===== src/rtl/mem_load_ctrl.sv =====
// Serial host loader for the instruction/data caches: decodes 13-bit MSB-first
// frames into single-word cache writes or serial readback of one cache word.
module mem_load_ctrl #(
  parameter int unsigned DATA_W = 8,
  parameter int unsigned ADDR_W = 4
) (
  input  logic              clk,
  input  logic              rst,
  input  logic              csi_n,
  input  logic              csd_n,
  input  logic              mosi,
  input  logic              proc_done_i,
  input  logic [DATA_W-1:0] icache_rdata_i,
  input  logic [DATA_W-1:0] dcache_rdata_i,
  output logic [ADDR_W-1:0] mem_addr_o,
  output logic [DATA_W-1:0] mem_wdata_o,
  output logic              icache_wen_o,
  output logic              dcache_wen_o,
  output logic              host_sel_o,
  output logic              miso,
  output logic              frame_err_o,
  output logic [7:0]        wr_count_o
);

  localparam int unsigned FRAME_W   = 1 + ADDR_W + DATA_W;
  localparam int unsigned READ_BITS = 1 + ADDR_W;
  localparam int unsigned CNT_W     = $clog2(FRAME_W + 1);

  typedef enum logic [2:0] {
    S_IDLE,
    S_SHIFT,
    S_READ,
    S_SEND,
    S_WRITE,
    S_WAIT_CS
  } state_e;

  state_e              state_q, state_d;
  logic [FRAME_W-1:0]  sr_q, sr_d;
  logic [CNT_W-1:0]    cnt_q, cnt_d;
  logic [DATA_W-1:0]   tx_q, tx_d;
  logic                tgt_q, tgt_d;     // 1 = dcache, 0 = icache
  logic                err_q, err_d;
  logic [7:0]          wr_count_q, wr_count_d;
  logic                csi_prev_q, csd_prev_q;

  logic                cs_tgt;
  logic                other_fall;
  logic [FRAME_W-1:0]  sr_shift;
  logic [CNT_W-1:0]    cnt_inc;

  assign cs_tgt     = tgt_q ? csd_n : csi_n;
  assign other_fall = tgt_q ? (csi_prev_q & ~csi_n) : (csd_prev_q & ~csd_n);
  assign sr_shift   = {sr_q[FRAME_W-2:0], mosi};
  assign cnt_inc    = cnt_q + CNT_W'(1);

  // State and datapath registers; chip-select history resets to deselected
  always_ff @(posedge clk) begin
    if (rst) begin
      state_q    <= S_IDLE;
      sr_q       <= '0;
      cnt_q      <= '0;
      tx_q       <= '0;
      tgt_q      <= 1'b0;
      err_q      <= 1'b0;
      wr_count_q <= '0;
      csi_prev_q <= 1'b1;
      csd_prev_q <= 1'b1;
    end else begin
      state_q    <= state_d;
      sr_q       <= sr_d;
      cnt_q      <= cnt_d;
      tx_q       <= tx_d;
      tgt_q      <= tgt_d;
      err_q      <= err_d;
      wr_count_q <= wr_count_d;
      csi_prev_q <= csi_n;
      csd_prev_q <= csd_n;
    end
  end

  // Next state and cache-side strobes; cache accesses occur within the state cycle
  always_comb begin
    state_d      = state_q;
    sr_d         = sr_q;
    cnt_d        = cnt_q;
    tx_d         = tx_q;
    tgt_d        = tgt_q;
    err_d        = err_q;
    wr_count_d   = wr_count_q;
    host_sel_o   = 1'b0;
    icache_wen_o = 1'b0;
    dcache_wen_o = 1'b0;
    mem_addr_o   = '0;
    mem_wdata_o  = '0;
    miso         = 1'b0;

    if (state_q != S_IDLE && other_fall) begin
      err_d = 1'b1;
    end

    case (state_q)
      S_IDLE: begin
        if (!csi_n && !csd_n) begin
          err_d   = 1'b1;
          state_d = S_WAIT_CS;
        end else if (!csi_n || !csd_n) begin
          tgt_d   = csi_n;
          sr_d    = FRAME_W'(mosi);
          cnt_d   = CNT_W'(1);
          state_d = S_SHIFT;
        end
      end

      S_SHIFT: begin
        if (cs_tgt) begin
          err_d   = 1'b1;
          state_d = S_IDLE;
        end else begin
          sr_d  = sr_shift;
          cnt_d = cnt_inc;
          if (cnt_inc == CNT_W'(READ_BITS) && !sr_shift[ADDR_W]) begin
            state_d = S_READ;
          end else if (cnt_inc == CNT_W'(FRAME_W)) begin
            state_d = S_WRITE;
          end
        end
      end

      S_READ: begin
        if (proc_done_i) begin
          host_sel_o = 1'b1;
          mem_addr_o = sr_q[ADDR_W-1:0];
          tx_d       = tgt_q ? dcache_rdata_i : icache_rdata_i;
        end else begin
          tx_d  = '0;
          err_d = 1'b1;
        end
        cnt_d   = '0;
        state_d = S_SEND;
      end

      S_SEND: begin
        miso  = tx_q[DATA_W-1];
        tx_d  = {tx_q[DATA_W-2:0], 1'b0};
        cnt_d = cnt_inc;
        if (cnt_q == CNT_W'(DATA_W - 1)) begin
          state_d = S_WAIT_CS;
        end
      end

      S_WRITE: begin
        if (proc_done_i && sr_q[FRAME_W-1]) begin
          host_sel_o   = 1'b1;
          mem_addr_o   = sr_q[FRAME_W-2 -: ADDR_W];
          mem_wdata_o  = sr_q[DATA_W-1:0];
          icache_wen_o = ~tgt_q;
          dcache_wen_o = tgt_q;
          wr_count_d   = wr_count_q + 8'd1;
        end else begin
          err_d = 1'b1;
        end
        state_d = S_WAIT_CS;
      end

      S_WAIT_CS: begin
        if (csi_n && csd_n) begin
          state_d = S_IDLE;
        end
      end

      default: state_d = S_IDLE;
    endcase
  end

  assign frame_err_o = err_q;
  assign wr_count_o  = wr_count_q;

endmodule


===== config.mk =====
export PLATFORM = sky130hd
export DESIGN_NAME = mem_load_ctrl
export DESIGN_NICKNAME = d
export VERILOG_FILES = /design/src/rtl/mem_load_ctrl.sv
export SDC_FILE = /design/constraint.sdc
export NUM_CORES = 1
export LEC_CHECK = 0
export CAP_MARGIN = 20
export CORE_AREA = 4 4 73 75
export CTS_CLUSTER_SIZE = 12
export DETAILED_ROUTE_END_ITERATION = 8
export DIE_AREA = 0 0 77 79
export HOLD_SLACK_MARGIN = 0.02
export PLACE_DENSITY = 0.79
export SLEW_MARGIN = 15
export SYNTH_ARGS = -nofsm -noshare
export SYNTH_HDL_FRONTEND = slang
export SYNTH_SLANG_ARGS = --single-unit

===== constraint.sdc =====
create_clock -name clk -period 2.5 [get_ports clk]
set_input_delay 0.5 -clock clk [delete_from_list [all_inputs] [get_ports clk]]
set_output_delay 0.5 -clock clk [all_outputs]
set_load 0.01 [all_outputs]

==> flow_summary_export.csv <==
group,metric,value,unit
outcome,outcome,"finished, final reports clean",
critical_path,end_kind,"output pin",
logic_synthesis,netlist_top_cells_area,"dfxtp_1 (39%), nand2_1 (6.9%), nand3_1 (5.1%)",
timing,fin_crit,2.384,ns
timing,max_freq,419.5,MHz
timing,holdWs,0.4745,ns
logic_synthesis,netlist_instances,256,
die,floorplan.initialDensity,0.4413,
global_route,overflow,0,
global_route,grt_pass1_wl,8.473,mm
die,fp.dieH,79,um
critical_path,cp.required,2.00,ns
layout,area_growth,32.36,%
timing,setup_viol,0,
logic_synthesis,ys_seq_area_frac,0.3893,
logic_synthesis,synth_seq_cells,40,
routing,drcViolationCount,0,
placement,place.detailed.hpwl,3.664,mm
routing,dr.pass1.iters,4,
logic_synthesis,synth_top_cell_by_area,"dfxtp_1",
timing,rsz0062_at_grt,"false",
critical_path,r2r_slack,0.62,ns
critical_path,cp_max_fo,6,
layout,drive_gt1_frac,0.1359,
routing,via_per_inst,5.325,
layout,antenna_cells,0,
power,p_per_area,494.8,mW/mm^2
critical_path,r2r-end,"state_q[2]$_SDFFE_PP0P_",
critical_path,cp-startpoint,"proc_done_i",
cts,cts_hold_buf,0,
placement,postPlaceCellArea,0.002643,mm^2
worst_hold_path,hold_path_startpoint,"sr_q[7]$_SDFFE_PP0P_",
routing,drtIter0Drc,116,
cts,cts-root-buf,"clkbuf_8",
global_route,grt_pass1_vias,1873,
timing,worstMarginPinSlew,0.5214,ns
power,leakage,1.091,nW
worst_hold_path,hold_path.class,"reg2reg",
power,ir_drop,360.6,uV
worst_hold_path,holdPathStages,2,
flow_run,cap_viol_max_count,0,
timing,finClkSkew,0.005755,ns
global_route,antenna_found_initial,0,
timing,relSlewSlack,0.6513,
logic_synthesis,yosys-top-cells-count,"dfxtp_1 (40), nand2_1 (38), nor2_1 (24)",
critical_path,start_kind,"input pin",
cts,cts_tree,"yes",
die,io_pins,47,
cts,cts.path.max_buffers,2,
cts,cts_made_buffers,5,
critical_path,cp.arrival,1.88,ns
placement,port_buffers,46,
logic_synthesis,ys_async_sr_fraction,0,
timing,period_share,0.9535,
timing,hold_violations,0,
die,core,0.004661,mm^2
critical_path,crit_type,"in2out",
placement,dp_slack,-0.1075,ns
logic_synthesis,synth_ff_type,"dfxtp_1",
timing,fin_ws,0.1163,ns
logic_synthesis,synth_top_cell_area_share,0.3893,
layout,nets,335,
cts,clk-insertion-delay-late,0.29,ns
logic_synthesis,synth_area,0.002057,mm^2
cts,clock-sinks,40,
logic_synthesis,synth-edff-count,0,
global_route,track_usage,0.1708,
die,die_x,77,um
logic_synthesis,synth_nets,283,
placement,gp_congestion,0.7973,
logic_synthesis,yosysMostFrequentCell,"dfxtp_1",
layout,design_area,0.002723,mm^2
worst_hold_path,holdPathEnd,"sr_q[7]$_SDFFE_PP0P_",
logic_synthesis,ys_types,43,
logic_synthesis,avgSynthCellArea,8.035,um^2
routing,finalWirelength,4.909,mm
critical_path,rr_startpoint,"state_q[0]$_SDFFE_PP0P_",
die,rows,25,
cts,cts_htree_levels,2,
layout,utilization,0.5842,
power,power,0.001347,W
logic_synthesis,yosys_warnings,0,
routing,antenna_left,0,
global_route,grt_max_degree,24,
routing,wl_per_cell,13.52,um
timing,maxSlewViolCount,0,
routing,dr_total_vias,1933,
cts,clk_pin_slew,0.08,ns
critical_path,r2r_cells,5,
die,die_area,0.006083,mm^2
-- power by group --
| group | total (W) | switching, W | internal, W |
|---|---|---|---|
| Combinational | 0.000247 | 0.000131 | 0.000117 |
| Clock | 0.000430 | 0.000233 | 0.000197 |
| Sequential | 0.000670 | 0.0000162 | 0.000653 |
| Total | 0.00135 | 0.000380 | 0.000967 |
-- flip-flops by register name, indices dropped and copies added (netlist names) --
name	flops
state_q	3
tgt_q	1
tx_q	8
sr_q	13
csd_prev_q	1
frame_err_o	1
wr_count_o	8
cnt_q	4
csi_prev_q	1
-- critical path, cell delays in order --
cell             delay [ns]
clkdlybuf4s50_1        0.45
and3_1                 0.20
buf_4                  0.16
or2_2                  0.27
dlygate4sd2_1          0.29
-- through the flow --
step	cells	TNS [ns]
floorplan	256	0
global placement	355	-0.6471
detailed placement	355	-1.142
CTS	363	0
global route	363	0
finish	363	0
-- layout by cell type, fill, tap and decap left out, drive strengths merged, types with 5 or more instances in the layout --
master,instances
a21oi,20
xor2,7
dlygate4sd2,15
mux2,9
nand2,38
buf,17
clkdlybuf4s50,31
clkbuf,5
a31oi,8
nand3,21
dfxtp,40
and2,9
nor2,24
inv,7
ha,5
-- metal layers --
| layer | GRT usage | wire length (um) |
|---|---|---|
| met3 | 0.05215 | 295 |
| met2 | 0.2927 | 2350 |
| met5 | 0 | 0 |
| met1 | 0.2034 | 2215 |
| met4 | 0.05872 | 48 |
-- cell families (layout without fill, tap and decap cells) --
logic type,count (synthesis),count (layout),share of synthesized area
AOI/OAI and AO/OA,47,47,0.1490
xor gates and xnor gates,9,9,0.03832
adders and majority gates,5,5,0.03041
buffers and inverters,25,78,0.04683
DFF,40,40,0.3893
muxes,12,12,0.06387
and+or+nand+nor,118,118,0.2822
-- worst max path at each step --
stage,depth (start not counted),to
finish,5,host_sel_o
global route,5,host_sel_o
CTS,5,host_sel_o
detailed placement,5,icache_wen_o
global placement,5,icache_wen_o
floorplan,5,mem_addr_o[0]
-- what timing repair did --
action	4_1_cts	5_1_grt
endpoints found under the hold margin	0	0
setup endpoints to repair	15	0
resized for setup	17	0
setup buffers	0	0
-- area by class of cell --
class,instances,area [um^2]
timing repair buffer,63,573.1
clock inverter,3,23.77
multi-input combinational,191,1162
tap,54,67.56
sequential,40,800.8
clock buffer,5,68.82
inverter,7,26.28
fill,439,1938
Note: power is estimated with default switching activity, not from simulation.
